## src/rtl/pipeline_pkg.sv

```systemverilog
// ============================================================================
// pipeline_pkg
//   Shared constants and the mult/div tracker state encoding for the pipeline.
//   Revision: 1.0
// ============================================================================
`default_nettype none

package pipeline_pkg;

    localparam int          REG_W             = 5;
    localparam logic [4:0]  REG_ZERO          = 5'd0;
    localparam int          MULDIV_CYCLES_DEF = 4;
    localparam int          CNT_W             = 4;

    typedef enum logic [0:0] {
        IDLE = 1'b0,
        BUSY = 1'b1
    } muldiv_state_e;

endpackage : pipeline_pkg

`default_nettype wire

```

## src/rtl/muldiv_busy_counter.sv

```systemverilog
// ============================================================================
// muldiv_busy_counter
//   Loadable down-counter tracking how long the mult/div unit stays busy.
//   Revision: 1.0
// ============================================================================
`default_nettype none

module muldiv_busy_counter
    import pipeline_pkg::*;
#(
    parameter int MULDIV_CYCLES = MULDIV_CYCLES_DEF
) (
    input  logic clk,
    input  logic rst_n,
    input  logic load,
    output logic busy
);

    localparam logic [CNT_W-1:0] LOAD_VAL = CNT_W'(MULDIV_CYCLES);

    muldiv_state_e          state_q, state_d;
    logic [CNT_W-1:0]       cnt_q,   cnt_d;

    always_ff @(posedge clk or negedge rst_n) begin
        if (!rst_n) begin
            state_q <= IDLE;
            cnt_q   <= '0;
        end else begin
            state_q <= state_d;
            cnt_q   <= cnt_d;
        end
    end

    always_comb begin
        cnt_d   = cnt_q;
        state_d = state_q;
        case (state_q)
            IDLE: begin
                if (load) begin
                    cnt_d = LOAD_VAL;
                end
            end
            BUSY: begin
                if (load) begin
                    cnt_d = LOAD_VAL;
                end else begin
                    cnt_d = cnt_q - 1'b1;
                end
            end
            default: begin
                cnt_d = '0;
            end
        endcase
        // State always mirrors whether the counter is non-zero.
        state_d = (cnt_d != '0) ? BUSY : IDLE;
    end

    assign busy = (state_q == BUSY);

endmodule : muldiv_busy_counter

`default_nettype wire

```

## src/rtl/hazard_stall_ctrl.sv

```systemverilog
// ============================================================================
// hazard_stall_ctrl
//   Load-use and HI/LO hazard detection driving PC hold, IF/ID hold, ID/EX
//   flush. Optional statistics counters with HAZARD_STALL_STATS_EN.
//   Revision: 1.0
// ============================================================================
`default_nettype none

module hazard_stall_ctrl
    import pipeline_pkg::*;
#(
    parameter int MULDIV_CYCLES = MULDIV_CYCLES_DEF,
    parameter int REG_W         = pipeline_pkg::REG_W
) (
    input  logic             clk,
    input  logic             rst_n,
    input  logic [REG_W-1:0] id_rs,
    input  logic [REG_W-1:0] id_rt,
    input  logic             id_use_rs,
    input  logic             id_use_rt,
    input  logic             ex_mem_read,
    input  logic [REG_W-1:0] ex_rt,
    input  logic             id_muldiv,
    input  logic             id_hilo_read,
    output logic             pc_hold,
    output logic             ifid_hold,
    output logic             idex_flush,
    output logic             muldiv_busy
`ifdef HAZARD_STALL_STATS_EN
    ,
    output logic [31:0]      stall_cycles,
    output logic [15:0]      load_use_cnt
`endif
);

    logic load_use;
    logic hilo_stall;
    logic stall;
    logic issue;

    // Register 0 is hardwired, so a load targeting it never creates a hazard.
    assign load_use = ex_mem_read
                    & (ex_rt != REG_W'(REG_ZERO))
                    & ((id_use_rs & (id_rs == ex_rt)) |
                       (id_use_rt & (id_rt == ex_rt)));

    assign hilo_stall = muldiv_busy & (id_hilo_read | id_muldiv);
    assign stall      = load_use | hilo_stall;
    assign issue      = id_muldiv & ~stall;

    assign pc_hold    = stall;
    assign ifid_hold  = stall;
    assign idex_flush = stall;

    muldiv_busy_counter #(
        .MULDIV_CYCLES (MULDIV_CYCLES)
    ) u_muldiv_busy_counter (
        .clk   (clk),
        .rst_n (rst_n),
        .load  (issue),
        .busy  (muldiv_busy)
    );

`ifdef HAZARD_STALL_STATS_EN
    logic [31:0] stall_cycles_q, stall_cycles_d;
    logic [15:0] load_use_cnt_q, load_use_cnt_d;

    always_ff @(posedge clk or negedge rst_n) begin
        if (!rst_n) begin
            stall_cycles_q <= '0;
            load_use_cnt_q <= '0;
        end else begin
            stall_cycles_q <= stall_cycles_d;
            load_use_cnt_q <= load_use_cnt_d;
        end
    end

    // Both counters saturate rather than wrap.
    always_comb begin
        stall_cycles_d = stall_cycles_q;
        load_use_cnt_d = load_use_cnt_q;
        if (stall && (stall_cycles_q != '1)) begin
            stall_cycles_d = stall_cycles_q + 32'd1;
        end
        if (load_use && (load_use_cnt_q != '1)) begin
            load_use_cnt_d = load_use_cnt_q + 16'd1;
        end
    end

    assign stall_cycles = stall_cycles_q;
    assign load_use_cnt = load_use_cnt_q;
`endif

endmodule : hazard_stall_ctrl

`default_nettype wire

```

## config.mk

```make
export PLATFORM = sky130hd
export DESIGN_NAME = hazard_stall_ctrl
export DESIGN_NICKNAME = d
export VERILOG_FILES = /design/src/rtl/pipeline_pkg.sv /design/src/rtl/muldiv_busy_counter.sv /design/src/rtl/hazard_stall_ctrl.sv
export SDC_FILE = /design/constraint.sdc
export NUM_CORES = 1
export LEC_CHECK = 0
export CAP_MARGIN = 40
export CORE_AREA = 2 2 39 41
export DETAILED_ROUTE_END_ITERATION = 10
export DIE_AREA = 0 0 41 43
export GPL_TIMING_DRIVEN = 0
export PLACE_DENSITY_LB_ADDON = 0.1
export SETUP_SLACK_MARGIN = 0.15
export SLEW_MARGIN = 20
export SYNTH_ARGS = -nofsm -noshare
export SYNTH_HDL_FRONTEND = slang
export SYNTH_HIERARCHICAL = 1
export SYNTH_SLANG_ARGS = --single-unit
```

## constraint.sdc

```tcl
create_clock -name clk -period 5.4 [get_ports clk]
set_clock_uncertainty 0.2 [all_clocks]
set_input_delay 1.35 -clock clk [delete_from_list [all_inputs] [get_ports clk]]
set_output_delay 1.35 -clock clk [all_outputs]
set_load 0.01 [all_outputs]
```

==> results of run 1 <==
-- cell type report --
type / count / area (um2)
fillers: 132 / 669.4
well taps: 16 / 20.02
inverters: 3 / 11.26
plain buffers: 2 / 15.01
repair buffers: 25 / 250.2
flip-flops and latches: 5 / 125.1
clock buffers: 4 / 26.28
multi-input cells: 33 / 266.5
-- cell usage in the layout, fill, tap and decap left out --
| cell | count |
|---|---|
| ha_1 | 1 |
| nor4b_4 | 1 |
| nor3_1 | 1 |
| o21ai_0 | 2 |
| inv_1 | 3 |
| clkbuf_4 | 3 |
| a32oi_1 | 1 |
| nor4_1 | 2 |
| clkdlybuf4s50_1 | 25 |
| clkbuf_1 | 1 |
| o31ai_1 | 1 |
| nand2_1 | 1 |
| buf_4 | 2 |
| o211a_1 | 1 |
| nand4bb_1 | 1 |
| xnor2_1 | 4 |
| nand2b_1 | 1 |
| or4_1 | 1 |
| nor2_1 | 3 |
| and2_0 | 1 |
| xor2_1 | 9 |
| and2_2 | 1 |
| o21ai_2 | 1 |
| dfrtp_1 | 5 |
-- logic make-up after synthesis --
group	count (synthesis)	share of synthesized area (%)
flops	5	29.94
compound gates	6	10.78
simple gates	13	22.75
fa+ha+maj	1	2.994
xor+xnor	13	27.25
buf+inv	5	6.286
-- how the worst max path moves through the flow --
| stage | start | endpoint | cells past startpoint |
|---|---|---|---|
| after floorplan | ex_rt[4] | ifid_hold | 5 |
| after global placement | ex_rt[4] | pc_hold | 7 |
| after detailed placement | ex_rt[4] | ifid_hold | 7 |
| after CTS | ex_rt[4] | ifid_hold | 7 |
| after global routing | ex_rt[4] | ifid_hold | 7 |
| final | ex_rt[4] | ifid_hold | 7 |
-- worst max-delay path: stages --
cell	delay, ns
clkdlybuf4s50_1	0.47
xor2_1	0.19
nor4_1	0.31
a32oi_1	0.17
o21ai_0	0.31
buf_4	0.17
clkdlybuf4s50_1	0.52
-- sequential cells by signal (all words and copies together), names as in the netlist --
name and cells:
u_muldiv_busy_counter/cnt_q 4, u_muldiv_busy_counter/busy 1
-- where the power goes --
group | switching (W) | internal, W | leakage, nW
clock network | 0.0000132 | 0.0000278 | 0.0150
registers | 0.0000185 | 0.0000555 | 0.0560
logic | 0.0000455 | 0.0000635 | 0.234
-- per-stage QoR --
step / total power, W / hold WS (ns) / area (um2)
floorplan: 0.0001433 / 0.3068 / 417.9
global placement: 0.0001832 / 0.3327 / 688.2
detailed placement: 0.0001834 / 0.3414 / 688.2
CTS: 0.0002282 / 0.3533 / 714.4
global route: 0.0002484 / 0.4026 / 714.4
finish: 0.0002240 / 0.3466 / 714.4
-- routing by layer --
layer	vias up	global-route usage [%]	share of wire, %
li1	205	-	-
met4	0	8.000	0
met1	175	15.41	45
met2	12	20.63	49
met3	0	0	6.3
met5	-	0	0
==> summary.md, run 1 <==
| Metric | Value |
|---|---|
| Status | complete, no violations |
| FF-to-FF Start | u_muldiv_busy_counter/cnt_q[0] |
| TritonCTS clock tree | built |
| Port bufs | 25 |
| Total GRT Usage | 12.63% |
| Layout cells sized above 1 | 11.11% |
| Via count | 392 |
| Final wirelength | 987 um |
| Peak Freq | 0.1987 GHz |
| Worst-path clk slew | 0.04 ns |
| Placed Cells incl. Taps | 84 |
| Core area | 0.001384 mm2 |
| CTS H-tree depth | 1 |
| Drc violations | 0 |
| Top post-synthesis cells by area | dfrtp_1 30%, xor2_1 19%, xnor2_1 8.4%, nor4b_4 5.7%, buf_4 3.6% |
| Endpoint type of the worst setup path | output pin |
| Non-Filler Instances | 88 |
| Mean Syn Cell Area | 9.719 um2 |
| Slew margin rel. | 78.11% |
| Synthesized area | 417.9 um2 |
| FF-to-FF path depth | 5 |
| Post-synthesis cell type count | 21 |
| Worst-Skew Late Latency | 0.23 ns |
| Worst reg2reg endpoint | u_muldiv_busy_counter/busy |
| Number of buffers created by CTS | 3 |
| Worst endpoint required time | 3.85 ns |
| Synth Register Bits | 5 |
| Leading area contributor after synthesis | dfrtp_1 |
| Initial Utilization | 30.20% |
| Worst R2R Setup Slack | 3.78 ns |
| Slew Viols, Final | 0 |
| DR WL/cell | 11.22 um |
| Async S/R FF share, synth | 100.0% |
| First-pass GRT wire length | 1.545 mm |
| Die Height | 43 um |
| Most frequent cell after synthesis | xor2_1 |
| Hold Startpoint | u_muldiv_busy_counter/cnt_q[3] |
| Worst Hold End | u_muldiv_busy_counter/cnt_q[3] |
| Gp weighted congestion | 0.7260 |
| Post-synth EDFFs | 0 |
| Clock sink total | 5 |
| Post_cts resized | 0 |
| Pre-Repair DR Iteration Count | 2 |
| CTS Buffer Depth | 2 |
| Hold path cells | 2 |
| Hold Crit Class | reg2reg |
| Worst-margin pin slew | 0.3249 ns |
| Synth Instances | 43 |
| PwrDens | 313.5 mW/mm2 |
| CP Launch Type | input pin |
| Critical Path Fanout Max | 3 |
| Vias per cell | 4.455 |
| Finished Core Util | 51.63% |
| Critical path data arrival time | 3.48 ns |
| Setup TNS | 0 ns |
| Clock Tree Root | clkbuf_4 |
| Area growth, synth to finish | 70.96% |
| Die Footprint | 0.001763 mm2 |
| DR iter-0 viols | 4 |
| Unrepaired setup endpoints after global routing | no |
| Hold Vio Cnt, Final | 0 |
| Routed Antenna Nets | 0 |
| Ant. Diodes | 0 |
| FP Rows | 14 |
| Die X | 41 um |
| Number of max-cap violations | 0 |
| Final min period | 5.034 ns |
| Most common flop cell mapped by yosys | dfrtp_1 |
| Post-CTS setup buffer count | 0 |
| Finish-stage setup viols | 0 |
| Worst VDD drop | 225.0 uV |
| HPWL after DPL | 818.6 um |
| Grt total ovfl | 0 |
| IO Pins | 26 |
| CTS Hold Bufs | 0 |
| Largest net degree at the start of global routing | 9 |
| Final period util | 93.21% |
| Register area share after synthesis | 29.94% |
| NumNets Final | 96 |
| Pre-CTS WS | 0.3501 ns |
| Number of global-route vias before repair | 389 |
| Synth cell count leaders | 9 x xor2_1, 5 x dfrtp_1, 4 x xnor2_1 |
| LEAKAGE | 0.3045 nW |
| Final WS setup | 0.3665 ns |
| YS warnings | 6 |
| Syn_nets | 66 |
| Crit Path Category | in2out |
| Initial antenna violation count | 0 |
| Share of the synthesized area in the top cell type | 29.94% |
(Power assumes the default switching activity.)
==> inputs of run 2 (changes only) <==
==> constraint.sdc (replaced) <==
create_clock -name clk -period 5.4 [get_ports clk]
set_clock_uncertainty 0.2 [all_clocks]
set_input_delay 1.35 -clock clk [delete_from_list [all_inputs] [get_ports clk]]
set_output_delay 1.35 -clock clk [all_outputs]
set_load 0.02 [all_outputs]
==> run 2 against run 1 <==
Compared with the run above: sequential cell count unchanged; sequential power about the same; sequential share of layout area stayed put; combinational power barely moved; routed wire length stayed put; total power rose by 1.5%; die area unchanged; global-route usage is the same; maximum frequency is 0.61% higher; largest power group unchanged.
==> summary.md, run 2 (same netlist as run 1, synthesis figures left out) <==
| Metric | Value |
|---|---|
| Final min period | 5.003 ns |
| Endpoint type of the worst setup path | output pin |
| Gr busiest metal | met2 |
| Largest net degree at the start of global routing | 9 |
| Core area | 0.001384 mm2 |
| Worst endpoint required time | 3.85 ns |
| HPWL after DPL | 818.6 um |
| Status | complete, no violations |
| Ant. Diodes | 0 |
| Number of global-route vias before repair | 389 |
| Setup TNS | 0 ns |
| DR WL/cell | 11.22 um |
| Number of max-cap violations | 0 |
| Critical path data arrival time | 3.45 ns |
| DR iter-0 viols | 4 |
| Placed inst area | 688.2 um2 |
| Port bufs | 25 |
| M2 GR Usage | 20.63% |
| First-pass GRT wire length | 1.545 mm |
| Drc violations | 0 |
| Filler Cell Count | 132 |
| CTS Hold Bufs | 0 |
| Layout cells sized above 1 | 11.11% |
| Hold Vio Cnt, Final | 0 |
| Slew margin rel. | 81.97% |
| Routed Antenna Nets | 0 |
| CP Launch Type | input pin |
| Die Height | 43 um |
| Worst VDD drop | 227.7 uV |
| TritonCTS clock tree | built |
| Final wirelength | 987 um |
| Worst-path clk slew | 0.04 ns |
| Area growth, synth to finish | 70.96% |
| M3 GR Usage | 0% |
| PwrDens | 318.3 mW/mm2 |
| Most frequent cells in the layout | 25 x clkdlybuf4s50_1, 9 x xor2_1, 5 x dfrtp_1 |
| CTS H-tree depth | 1 |
| Hold path cells | 2 |
| Vias per cell | 4.455 |
| Worst-Skew Late Latency | 0.23 ns |
| Die Footprint | 0.001763 mm2 |
| Most flops, register | u_muldiv_busy_counter/cnt_q |
| LEAKAGE | 0.3045 nW |
| Pre-Repair DR Iteration Count | 2 |
| Unrepaired setup endpoints after global routing | no |
| Clock sink total | 5 |
| Initial Utilization | 30.20% |
| Worst-margin pin slew | 0.2679 ns |
| IO Pins | 26 |
| Finish-stage setup viols | 0 |
| Slew Viols, Final | 0 |
| Sequential cell area | 125.1 um2 |
| Area of the multi-input gates | 266.5 um2 |
| Via count | 392 |
| Fin area | 714.4 um2 |
| FP Rows | 14 |
| GR Util met1 | 15.41% |
| Commonest non-fill, non-tap cell in the layout | clkdlybuf4s50_1 |
| Max FFs per register | 4 |
| CTS Buffer Depth | 2 |
| Number of buffers created by CTS | 3 |
| Total GRT Usage | 12.63% |
| Gp weighted congestion | 0.7260 |
| Peak Freq | 0.1999 GHz |
| Grt total ovfl | 0 |
| Critical Path Fanout Max | 3 |
| Hold Crit Class | reg2reg |
| Pwr Total | 0.0002274 W |
| Clock Tree Root | clkbuf_4 |
| Die X | 41 um |
| NumNets Final | 96 |
| Crit Path Category | in2out |
| Initial antenna violation count | 0 |
| FF-to-FF path depth | 5 |
| Final period util | 92.65% |
[run 2: power by group]
part           switching [W]  internal (W)   total, W  leakage (nW)
registers          0.0000185     0.0000555  0.0000740        0.0560
clock network      0.0000132     0.0000278  0.0000410        0.0150
logic              0.0000488     0.0000636   0.000112         0.233
[run 2: metal layers]
metal | wire length [um] | vias to the layer above | share of wire, %
met5 | 0 | - | 0
met3 | 62 | 0 | 6.3
met4 | 0 | 0 | 0
met1 | 441 | 175 | 45
met2 | 483 | 12 | 49
li1 | - | 205 | -
[run 2: what timing repair did]
| item | 4_1_cts | 5_1_grt |
|---|---|---|
| endpoints found under the setup margin | 0 | 2 |
| buffers inserted | 0 | 0 |
| resized for setup | 0 | 1 |
[run 2: final timing paths]
path	startpoint	to	slack, ns
worst min-delay path	u_muldiv_busy_counter/cnt_q[3]	u_muldiv_busy_counter/cnt_q[3]	0.35
max in group asynchronous	rst_n	u_muldiv_busy_counter/cnt_q[1]	3.69
worst min register to register	u_muldiv_busy_counter/cnt_q[3]	u_muldiv_busy_counter/cnt_q[3]	0.35
worst max register to register	u_muldiv_busy_counter/cnt_q[0]	u_muldiv_busy_counter/busy	3.78
worst max-delay path	ex_rt[4]	ifid_hold	0.40
min in group asynchronous	rst_n	u_muldiv_busy_counter/busy	1.13
[run 2: area by class of cell]
type / count / share of cell area [%]
Multi-Input combinational cell: 33 / 37.30
Timing Repair Buffer: 25 / 35.03
Sequential cell: 5 / 17.51
Clock buffer: 4 / 3.678
Tap cell: 16 / 2.802
Buffer: 2 / 2.102
Inverter: 3 / 1.576
[run 2: stage by stage]
stage,hold slack [ns],std cells,util (%),setup WS (ns)
finish,0.3466,88,51.63,0.3971
global route,0.4026,88,51.63,0.2103
CTS,0.3533,88,51.63,0.2836
detailed placement,0.3414,84,49.73,0.2822
global placement,0.3327,84,49.73,0.3063
floorplan,0.3068,43,-,1.104
[run 2: critical path, stage by stage]
cell	delay, ns
clkdlybuf4s50_1	0.47
xor2_1	0.19
nor4_1	0.31
a32oi_1	0.18
o21ai_1	0.23
buf_4	0.14
clkdlybuf4s50_1	0.59
==> inputs of run 3 (changes only) <==
- PLACE_DENSITY: not set -> 0.7
- PLACE_DENSITY_LB_ADDON: 0.1 -> not set
==> run 3 against run 2 <==
Compared with the run above: setup slack worse by 0.072 ns; critical endpoint unchanged; clock power up 1%; largest cell class unchanged; critical path depth unchanged; sequential share of layout area did not move; final cell count unchanged; utilization unchanged; register-to-register slack improved by 0.03 ns; worst hold slack got worse by 0.011 ns; total power increased by 0.15%; maximum frequency fell by 1.4%; count of clock-buffer cells in the layout unchanged.
==> summary.md, run 3 (same netlist as run 1, synthesis figures left out) <==
| Metric | Value |
|---|---|
| CTS Buffer Depth | 2 |
| Number of global-route vias before repair | 384 |
| Hold Vio Cnt, Final | 0 |
| Post_cts resized | 0 |
| FF-to-FF path depth | 5 |
| Critical path data arrival time | 3.52 ns |
| Final WS setup | 0.3252 ns |
| Ant. Diodes | 0 |
| CTS Hold Bufs | 0 |
| Number of buffers created by CTS | 3 |
| Clock network power share | 18.2% |
| Net Sw Frac | 35.58% |
| Die Footprint | 0.001763 mm2 |
| TritonCTS clock tree | built |
| Max FFs per register | 4 |
| CP Launch Type | input pin |
| Max stage delay on crit path | 0.59 ns |
| Die Height | 43 um |
| NumNets Final | 96 |
| Slew Viols, Final | 0 |
| Routed Antenna Nets | 0 |
| Pre-CTS WS | 0.3109 ns |
| Hold Crit Class | reg2reg |
| Final min period | 5.075 ns |
| Worst-Skew Late Latency | 0.24 ns |
| Final period util | 93.98% |
| Crit-path slowest cell | clkdlybuf4s50_1 |
| Initial antenna violation count | 0 |
| Slew margin rel. | 77.63% |
| Critical Path Fanout Max | 3 |
| DR WL/cell | 11.47 um |
| Internal | 0.0001467 W |
| Worst-path clk slew | 0.04 ns |
| Gp weighted congestion | 0.7007 |
| Initial Utilization | 30.20% |
| Worst endpoint required time | 3.85 ns |
| Largest delay share family, worst path | buffers and inverters |
| Crit Path Category | in2out |
| First-pass GRT wire length | 1.566 mm |
| Grt total ovfl | 0 |
| Commonest non-fill, non-tap cell in the layout | clkdlybuf4s50_1 |
| Comb power frac | 49.3% |
| Non-Filler Instances | 88 |
| CTS H-tree depth | 1 |
| Worst Hold End | u_muldiv_busy_counter/cnt_q[3] |
| Total GRT Usage | 13.77% |
| Finish-stage setup viols | 0 |
| Critical Path Most Common Cell | clkdlybuf4s50_1 |
| Core area | 0.001384 mm2 |
| Post-CTS setup buffer count | 0 |
| LEAKAGE | 0.3045 nW |
| Clock Tree Root | clkbuf_4 |
| Critical path, cell by cell | clkdlybuf4s50_1 -> xor2_1 -> nor4_1 -> a32oi_1 -> o21ai_0 -> buf_4 -> clkdlybuf4s50_1 |
| HPWL after DPL | 888.6 um |
| Most frequent cells in the layout | 25 x clkdlybuf4s50_1, 9 x xor2_1, 5 x dfrtp_1 |
| Buf/Inv on CP | 3 |
| Switching Power | 0.00008104 W |
| FP Rows | 14 |
| Port bufs | 25 |
| Largest net degree at the start of global routing | 9 |
| Worst VDD drop | 158.2 uV |
| Finished Core Util | 51.63% |
| Clock sink total | 5 |
| Hold path cells | 2 |
| Most flops, register | u_muldiv_busy_counter/cnt_q |
| DR iter-0 viols | 3 |
| Vias per cell | 4.330 |
| Worst R2R Setup Slack | 3.81 ns |
| FF-to-FF Start | u_muldiv_busy_counter/cnt_q[0] |
| Drc violations | 0 |
| Unrepaired setup endpoints after global routing | no |
| IO Pins | 26 |
| Layout cells sized above 1 | 11.11% |
| Final wirelength | 1.009 mm |
| Setup TNS | 0 ns |
| Pre-Repair DR Iteration Count | 2 |
| Hold Startpoint | u_muldiv_busy_counter/cnt_q[3] |
| Via count | 381 |
| Number of max-cap violations | 0 |
| Area growth, synth to finish | 70.96% |
| Flop pwr share | 32.6% |
| Endpoint type of the worst setup path | output pin |
| Die X | 41 um |
| Worst reg2reg endpoint | u_muldiv_busy_counter/busy |
| Worst-margin pin slew | 0.3325 ns |
| PwrDens | 318.8 mW/mm2 |
| Placed Cells incl. Taps | 84 |
| Peak Freq | 0.1971 GHz |
| Status | complete, no violations |
[run 3: cell counts in the layout (fill, tap and decap cells not counted)]
Identical to the previous run, type by type.
[run 3: stage by stage]
stage / hold slack [ns] / instance area [um2] / total power, W
after floorplan: 0.3068 / 417.9 / 0.0001466
after global placement: 0.3289 / 688.2 / 0.0001840
after detailed placement: 0.3385 / 688.2 / 0.0001883
after CTS: 0.3476 / 714.4 / 0.0002329
after global routing: 0.3986 / 714.4 / 0.0002486
final: 0.3357 / 714.4 / 0.0002278
[run 3: per-layer routing]
layer  routed length (um)  global-route usage, %
met1                  403                  14.19
met4                   10                  12.00
met5                    0                      0
met2                  551                  22.50
met3                   43                  1.571
[run 3: final cells by class]
cell class | instances | area [um2]
clock buffer | 4 | 26.28
tap | 16 | 20.02
sequential | 5 | 125.1
fill | 129 | 669.4
inverter | 3 | 11.26
timing repair buffer | 25 | 250.2
buffer | 2 | 15.01
multi-input combinational | 33 | 266.5
[run 3: power by group through the flow]
| stage | Combinational (W) | Clock [W] | Sequential (W) |
|---|---|---|---|
| 2_1_floorplan | 0.0000734 | 0 | 0.0000732 |
| 3_3_place_gp | 0.000110 | 0 | 0.0000741 |
| 3_5_place_dp | 0.000113 | 0 | 0.0000750 |
| 4_1_cts | 0.000114 | 0.0000445 | 0.0000744 |
| 5_1_grt | 0.000127 | 0.0000457 | 0.0000762 |
| 6_report | 0.000112 | 0.0000414 | 0.0000742 |
[run 3: worst max-delay path by stage]
stage                end  depth (start not counted)  startpoint  slack, ns
6_report       ifid_hold                          7    ex_rt[4]       0.33
5_1_grt        ifid_hold                          7    ex_rt[4]       0.15
4_1_cts        ifid_hold                          7    ex_rt[4]       0.31
3_5_place_dp   ifid_hold                          7    ex_rt[4]       0.31
3_3_place_gp   ifid_hold                          7    ex_rt[4]       0.30
2_1_floorplan  ifid_hold                          5    ex_rt[4]       1.10
[run 3: tightest hold or removal path: cells and delay by family (launching register included)]
kind	cells	cell delay [ns]
flops	1	0.33
xor+xnor	1	0.09
simple gates	1	0.08
